--- config.mk ---
export PLATFORM = sky130hd
export DESIGN_NAME = jtag_tap_ctrl
export DESIGN_NICKNAME = d
export VERILOG_FILES = /design/src/rtl/jtag_pkg.sv /design/src/rtl/jtag_tap_fsm.sv /design/src/rtl/jtag_tap_ctrl.sv
export SDC_FILE = /design/constraint.sdc
export NUM_CORES = 1
export LEC_CHECK = 0
export ABC_AREA = 1
export BUFFER_PORTS_ARGS = -buffer_cell sky130_fd_sc_hd__buf_2
export CELL_PAD_IN_SITES_DETAIL_PLACEMENT = 0
export CELL_PAD_IN_SITES_GLOBAL_PLACEMENT = 1
export CORE_MARGIN = 2
export CORE_UTILIZATION = 35
export CTS_CLUSTER_SIZE = 24
export DETAILED_ROUTE_END_ITERATION = 10
export PLACE_DENSITY_LB_ADDON = 0.1
export RECOVER_POWER = 100
export SLEW_MARGIN = 15
export SYNTH_ARGS = -nofsm -noshare
export SYNTH_HDL_FRONTEND = slang
export SYNTH_SLANG_ARGS = --single-unit
--- constraint.sdc ---
create_clock -name TCLK -period 2.4 [get_ports TCLK]
set_input_delay 0.24 -clock TCLK [delete_from_list [all_inputs] [get_ports TCLK]]
set_output_delay 0.24 -clock TCLK [all_outputs]
set_load 0.1 [all_outputs]
--- src/rtl/jtag_pkg.sv ---
// Shared types and constants for the s9234 JTAG TAP controller.
// TAP state encodings follow the classic 1149.1 4-bit assignment.
package jtag_pkg;

    typedef enum logic [3:0] {
        S_EX2_DR = 4'h0,
        S_EX1_DR = 4'h1,
        S_SH_DR  = 4'h2,
        S_PAU_DR = 4'h3,
        S_SEL_IR = 4'h4,
        S_UPD_DR = 4'h5,
        S_CAP_DR = 4'h6,
        S_SEL_DR = 4'h7,
        S_EX2_IR = 4'h8,
        S_EX1_IR = 4'h9,
        S_SH_IR  = 4'hA,
        S_PAU_IR = 4'hB,
        S_RTI    = 4'hC,
        S_UPD_IR = 4'hD,
        S_CAP_IR = 4'hE,
        S_TLR    = 4'hF
    } tap_state_t;

    localparam logic [1:0] INST_EXTEST  = 2'b00;
    localparam logic [1:0] INST_INTSCAN = 2'b01;
    localparam logic [1:0] INST_SAMPLE  = 2'b10;
    localparam logic [1:0] INST_BYPASS  = 2'b11;

    localparam logic [1:0] INST_RESET = INST_BYPASS;
    localparam logic [1:0] IR_CAPTURE = 2'b01;

    // EXTEST and INTSCAN both isolate the core.
    function automatic logic inst_isolates(input logic [1:0] i_inst);
        return (i_inst == INST_EXTEST) || (i_inst == INST_INTSCAN);
    endfunction

endpackage

--- src/rtl/jtag_tap_fsm.sv ---
// 16-state TAP sequencer: owns the state register and TMS decode.
// i_en holds the state while reset release is still being synchronised.
module jtag_tap_fsm
    import jtag_pkg::*;
(
    input  logic       i_clk,
    input  logic       i_rst_n,
    input  logic       i_en,
    input  logic       i_tms,
    output tap_state_t o_state,
    output tap_state_t o_next
);

    tap_state_t r_state;
    tap_state_t w_next;

    always_ff @(posedge i_clk or negedge i_rst_n) begin
        if (!i_rst_n) begin
            r_state <= S_TLR;
        end else if (i_en) begin
            r_state <= w_next;
        end
    end

    always_comb begin
        w_next = r_state;
        case (r_state)
            S_TLR:    w_next = i_tms ? S_TLR    : S_RTI;
            S_RTI:    w_next = i_tms ? S_SEL_DR : S_RTI;
            S_SEL_DR: w_next = i_tms ? S_SEL_IR : S_CAP_DR;
            S_CAP_DR: w_next = i_tms ? S_EX1_DR : S_SH_DR;
            S_SH_DR:  w_next = i_tms ? S_EX1_DR : S_SH_DR;
            S_EX1_DR: w_next = i_tms ? S_UPD_DR : S_PAU_DR;
            S_PAU_DR: w_next = i_tms ? S_EX2_DR : S_PAU_DR;
            S_EX2_DR: w_next = i_tms ? S_UPD_DR : S_SH_DR;
            S_UPD_DR: w_next = i_tms ? S_SEL_DR : S_RTI;
            S_SEL_IR: w_next = i_tms ? S_TLR    : S_CAP_IR;
            S_CAP_IR: w_next = i_tms ? S_EX1_IR : S_SH_IR;
            S_SH_IR:  w_next = i_tms ? S_EX1_IR : S_SH_IR;
            S_EX1_IR: w_next = i_tms ? S_UPD_IR : S_PAU_IR;
            S_PAU_IR: w_next = i_tms ? S_EX2_IR : S_PAU_IR;
            S_EX2_IR: w_next = i_tms ? S_UPD_IR : S_SH_IR;
            S_UPD_IR: w_next = i_tms ? S_SEL_DR : S_RTI;
            default:  w_next = S_TLR;
        endcase
    end

    assign o_state = r_state;
    assign o_next  = w_next;

endmodule

--- src/rtl/jtag_tap_ctrl.sv ---
// TAP controller for the s9234 scan wrapper: IR, bypass, chain decode
// and the falling-edge TDO mux feeding the chip TDO pin.
module jtag_tap_ctrl
    import jtag_pkg::*;
(
    input  logic       TCLK,
    input  logic       TRST,
    input  logic       TMS,
    input  logic       TDI,
    input  logic       TDO_BSR,
    input  logic       TDO_ISR,
    output logic       TDO,
    output logic       tdo_en,
    output logic [1:0] inst,
    output logic       clockdr_bs,
    output logic       shiftdr_bs,
    output logic       updatedr_bs,
    output logic       clockdr_is,
    output logic       shiftdr_is,
    output logic       updatedr_is,
    output logic       test_mode,
    output logic [3:0] tap_state
);

    logic [1:0] r_sync;
    logic       w_run;
    logic       w_tdo_run;
    tap_state_t w_state;
    tap_state_t w_next;

    logic [1:0] r_ir_sr;
    logic [1:0] r_inst;
    logic       r_byp;
    logic       r_tdo;
    logic       r_tdo_en;

    logic       w_sel_bs;
    logic       w_sel_is;
    logic       w_cap_dr;
    logic       w_sh_dr;
    logic       w_upd_dr;
    logic       w_sh_ir;
    logic       w_tdo_src;
    logic       w_shifting;

    // Release of TRST is retimed; state only advances once stage 0 is set.
    always_ff @(posedge TCLK or negedge TRST) begin
        if (!TRST) begin
            r_sync <= 2'b00;
        end else begin
            r_sync <= {r_sync[0], 1'b1};
        end
    end

    assign w_run     = r_sync[0];
    assign w_tdo_run = r_sync[1];

    jtag_tap_fsm u_fsm (
        .i_clk   (TCLK),
        .i_rst_n (TRST),
        .i_en    (w_run),
        .i_tms   (TMS),
        .o_state (w_state),
        .o_next  (w_next)
    );

    always_ff @(posedge TCLK or negedge TRST) begin
        if (!TRST) begin
            r_ir_sr <= IR_CAPTURE;
            r_inst  <= INST_RESET;
            r_byp   <= 1'b0;
        end else if (w_run) begin
            if (w_next == S_TLR) begin
                r_ir_sr <= IR_CAPTURE;
                r_inst  <= INST_RESET;
                r_byp   <= 1'b0;
            end else begin
                case (w_state)
                    S_CAP_IR: r_ir_sr <= IR_CAPTURE;
                    S_SH_IR:  r_ir_sr <= {TDI, r_ir_sr[1]};
                    S_UPD_IR: r_inst  <= r_ir_sr;
                    S_CAP_DR: r_byp   <= 1'b0;
                    S_SH_DR:  r_byp   <= TDI;
                    default:  ;
                endcase
            end
        end
    end

    assign w_sel_bs = (r_inst == INST_EXTEST) || (r_inst == INST_SAMPLE);
    assign w_sel_is = (r_inst == INST_INTSCAN);

    assign w_cap_dr = (w_state == S_CAP_DR);
    assign w_sh_dr  = (w_state == S_SH_DR);
    assign w_upd_dr = (w_state == S_UPD_DR);
    assign w_sh_ir  = (w_state == S_SH_IR);

    assign clockdr_bs  = w_sel_bs & (w_cap_dr | w_sh_dr);
    assign shiftdr_bs  = w_sel_bs & w_sh_dr;
    assign updatedr_bs = w_sel_bs & w_upd_dr;
    assign clockdr_is  = w_sel_is & (w_cap_dr | w_sh_dr);
    assign shiftdr_is  = w_sel_is & w_sh_dr;
    assign updatedr_is = w_sel_is & w_upd_dr;

    assign test_mode = inst_isolates(r_inst) & (w_state != S_TLR);

    always_comb begin
        w_tdo_src  = r_tdo;
        w_shifting = 1'b0;
        if (w_sh_ir) begin
            w_tdo_src  = r_ir_sr[0];
            w_shifting = 1'b1;
        end else if (w_sh_dr) begin
            w_shifting = 1'b1;
            if (w_sel_bs) begin
                w_tdo_src = TDO_BSR;
            end else if (w_sel_is) begin
                w_tdo_src = TDO_ISR;
            end else begin
                w_tdo_src = r_byp;
            end
        end
    end

    // TDO changes on the falling edge so the far end samples it on the rise.
    always_ff @(negedge TCLK or negedge TRST) begin
        if (!TRST) begin
            r_tdo    <= 1'b0;
            r_tdo_en <= 1'b0;
        end else if (w_tdo_run) begin
            if (w_state == S_TLR) begin
                r_tdo    <= 1'b0;
                r_tdo_en <= 1'b0;
            end else begin
                r_tdo    <= w_tdo_src;
                r_tdo_en <= w_shifting;
            end
        end
    end

    assign TDO       = r_tdo;
    assign tdo_en    = r_tdo_en;
    assign inst      = r_inst;
    assign tap_state = w_state;

endmodule

==> flow_results.org <==
** Timing
- Tightest slew margin relative to the limit :: 0.227
- Count of endpoints failing setup in the final report :: 1
- The final number of hold-violating endpoints is 0.
- For the pin with the worst max-slew slack, the measured transition is between 1 and 1.5 ns.
- Clock skew on the completed layout was measured at ~0.0087 ns.
- RSZ-0062 raised after global routing :: true
- After layout, the worst setup slack is -0.0665 ns.
- Slew Limit Fails :: 0

** Logic synthesis
- Average cell area after synthesis :: between 6 and 7 um2
- The netlist uses 20 different library cells.
- The Yosys step of the flow raised 0 warnings.
- Summing every instance area after synthesis gives 870 um2.
- Of the synthesized area, sequential elements account for 0.384.
- Synthesis produced approximately 140 cells.
- Share of the synthesized area in the top cell type :: 0.212
- Synthesis produced a netlist with a net count of about 140.
- The largest total area in the synthesized netlist belongs to sky130_fd_sc_hd__dfstp_2.
- Total of flip-flops plus latches after synthesis :: 13
- Synth area leaders :: sky130_fd_sc_hd__dfstp_2 21%, sky130_fd_sc_hd__nand2_1 21%, sky130_fd_sc_hd__dfrtp_1 12%

** Cells and area
- In the final design database the tool counted about 190 nets.
- Fill cells :: 241
- In the final layout, the share of cells above drive strength 1 is 0.413.
- Relative to the synthesized area, the layout overhead comes to 50.2%.
- 0 antenna diodes ended up in the layout.

** Setup path
- In this run the critical register-to-register path is launched from u_fsm.o_state[1].
- Tracing the worst setup path back leads to its startpoint at u_fsm.o_state[1].
- Crit Reg-Reg Endpoint :: TDO
- Cell class contributing the biggest share of worst-path delay :: flip-flops
- In this run the worst setup path terminates at TDO.
- CP Buf/Inv Count :: 1
- The number of cells on the worst reg-to-reg path is 4.
- The largest single stage delay on the critical path is around 0.66 ns.
- For the worst setup path, the data arrival time is ~1.4 ns.
- STA classifies the critical path endpoint as a register.
- By startpoint and endpoint, the worst setup path is classified as reg -> reg.
- Along the worst path, the maximum fanout reaches 5.
- The slowest stage of the critical path belongs to the cell sky130_fd_sc_hd__dfstp_4.
- Worst reg-to-reg setup slack :: -0.07 ns
- List of cells traversed by the critical path :: nand2_4, inv_2, nand3_2, a32o_1
- STA classifies the critical path startpoint as a register.
- Worst path depth :: 4
- Worst path required time :: approximately 1.3 ns

** GRT
- Total global routing overflow :: 0
- Number of global-route vias before repair :: around 900
- Largest net degree at the start of global routing :: 17
- Antenna violations before repair :: 0
- Global-route total usage across every layer :: 0.189
- The first global-routing pass estimated about 3.9 mm of wire.

** Floorplan
- The die covers 2900 um2.
- After floorplanning, the core was divided into 18 placement rows.
- The initial utilization of the core area, before any placement, comes to 0.361.
- 21 I/O pins were placed.
- Die W :: between 50 and 60 um
- Core area :: between 2000 and 2500 um2
- Die Y :: between 50 and 60 um

** Clock tree
- TritonCTS created 3 clock buffers.
- Register clock-pin slew on the reported worst setup and hold paths :: approximately 0.08 ns
- In this run the clock root is driven by a sky130_fd_sc_hd__clkbuf_4.
- In this run the number of H-tree levels came out at 1.
- Number of sinks on the clock net :: 13
- The clock reaches the later pin of the worst-skew pair after between 0.2 and 0.3 ns.
- CTS tree :: built
- Number of buffers on the longest clock path :: 2

** Drt
- After detailed routing, the number of remaining DRC violations is 0.
- First-pass DRT Iterations :: 4
- Drt via density :: approximately 4.6
- In the final routed layout, each cell accounts on average for about 11 um.
- Wirelength, routed :: 2.35 mm
- Vias after detailed routing :: roughly 950
- The detail route stage leaves a number of antenna-violating nets equal to 0.
- After the first detailed-routing iteration, the DRC count stood at 18.

** Outcome
- The flow ran to the end, but the final reports show violations.
- Failing checks :: negative setup slack

** Placed design
- Port buffering added 20 buffers.
- Placer's final routability congestion estimate :: around 0.94
- Summed over all nets, the half-perimeter wirelength after detailed placement is between 1.5 and 2 mm.
- Pre-CTS setup slack :: -0.0959 ns

** Flow run
- The tool flagged a number of max-cap violations equal to 0.

** Min path
- Worst min-delay path class :: in -> reg
==> Yosys cell counts <==
cell / n
sky130_fd_sc_hd__a21oi_1: 2
sky130_fd_sc_hd__a21oi_4: 1
sky130_fd_sc_hd__a31oi_1: 1
sky130_fd_sc_hd__a32o_1: 1
sky130_fd_sc_hd__clkbuf_1: 1
sky130_fd_sc_hd__conb_1: 1
sky130_fd_sc_hd__dfrtn_1: 2
sky130_fd_sc_hd__dfrtp_1: 4
sky130_fd_sc_hd__dfstp_2: 7
sky130_fd_sc_hd__inv_1: 17
sky130_fd_sc_hd__inv_2: 2
sky130_fd_sc_hd__nand2_1: 48
sky130_fd_sc_hd__nand2_2: 5
sky130_fd_sc_hd__nand3_1: 7
sky130_fd_sc_hd__nand3_2: 1
sky130_fd_sc_hd__nor2_1: 23
sky130_fd_sc_hd__nor2_2: 2
sky130_fd_sc_hd__o21ai_0: 9
sky130_fd_sc_hd__o21bai_1: 1
sky130_fd_sc_hd__o22ai_1: 1
==> layout by cell type (no fill, tap or decap), types with 2 or more instances in the layout <==
cell                       netlist  layout
sky130_fd_sc_hd__nand2_1        48      44
sky130_fd_sc_hd__buf_4           0      19
sky130_fd_sc_hd__nor2_1         23      16
sky130_fd_sc_hd__inv_1          17      13
sky130_fd_sc_hd__buf_2           0      11
sky130_fd_sc_hd__o21ai_0         9       8
sky130_fd_sc_hd__nor2_2          2       7
sky130_fd_sc_hd__dfstp_4         0       6
sky130_fd_sc_hd__nand3_1         7       5
sky130_fd_sc_hd__nand2_2         5       5
sky130_fd_sc_hd__clkbuf_1        1       5
sky130_fd_sc_hd__inv_2           2       4
sky130_fd_sc_hd__nand2_4         0       4
sky130_fd_sc_hd__dfrtp_1         4       4
sky130_fd_sc_hd__nand3_2         1       3
sky130_fd_sc_hd__clkbuf_4        0       3
sky130_fd_sc_hd__clkbuf_2        0       3
sky130_fd_sc_hd__dfrtn_1         2       2
sky130_fd_sc_hd__inv_4           0       2
sky130_fd_sc_hd__nor2_4          0       2
sky130_fd_sc_hd__a21oi_1         2       2
sky130_fd_sc_hd__buf_12          0       2
==> metrics by stage <==
stage               setup TNS, ns  utilization  hold slack [ns]  std cells  cell area (um2)
floorplan                  -0.389            -          -0.0556        136              940
global placement          -0.0721        0.508            0.138        201             1220
global route               -0.147        0.542            0.304        209             1310
finish                    -0.0665        0.542            0.308        209             1310
detailed placement        -0.0959        0.508            0.140        201             1220
CTS                       -0.0709        0.528            0.300        207             1270
==> timing repair <==
action	in CTS	in global routing
buffers inserted	1	2
pin swaps	2	2
gates resized for setup	3	8
hold buffers	1	0
endpoints found under the setup margin	1	3
endpoints found under the hold margin	4	0
==> logic make-up after synthesis <==
group / after synthesis / synth area share
compound gates: 16 / 0.117
buf+inv: 20 / 0.0863
flops: 13 / 0.384
other cells: 1 / 0.00431
simple gates: 86 / 0.409
==> worst register-to-register path, delay by kind of cell (launching register included) <==
| kind | cells | cell delay, ns |
|---|---|---|
| flops | 1 | 0.66 |
| buf+inv | 1 | 0.06 |
| compound gates | 1 | 0.26 |
| simple gates | 2 | 0.14 |
==> flip-flops by register name, indices dropped and copies added (netlist names) <==
name	cells
u_fsm.o_state	4
inst	2
r_ir_sr	2
r_sync	2
TDO	1
r_byp	1
tdo_en	1
==> routing by layer <==
layer | share of wire | global-route usage | wire length, um
met1 | 0.48 | 0.272 | 1120
met2 | 0.45 | 0.293 | 1050
met3 | 0.064 | 0.0278 | 151
met4 | 0.011 | 0.0513 | 27
met5 | 0 | 0 | 0
==> layout make-up <==
class	instances	area, um2	area share
Clock buffer	4	26.3	0.0201
Multi-Input combinational cell	103	532	0.407
Tap cell	30	37.5	0.0287
Sequential cell	13	357	0.273
Timing Repair Buffer	40	278	0.213
Inverter	19	76.3	0.0584
==> how the worst min path moves through the flow <==
stage | cells past startpoint | start | endpoint | slack, ns
2_1_floorplan | 0 | TRST | r_byp | -0.06
5_1_grt | 5 | TDI | r_ir_sr[1] | 0.30
3_3_place_gp | 1 | TRST | r_byp | 0.14
6_report | 5 | TDI | r_ir_sr[1] | 0.31
3_5_place_dp | 1 | TRST | r_byp | 0.14
4_1_cts | 5 | TDI | r_ir_sr[1] | 0.30
Power is left out: the tool's default activity adds up to more than one toggle a clock period on the data nets, which glitch-free logic cannot reach.
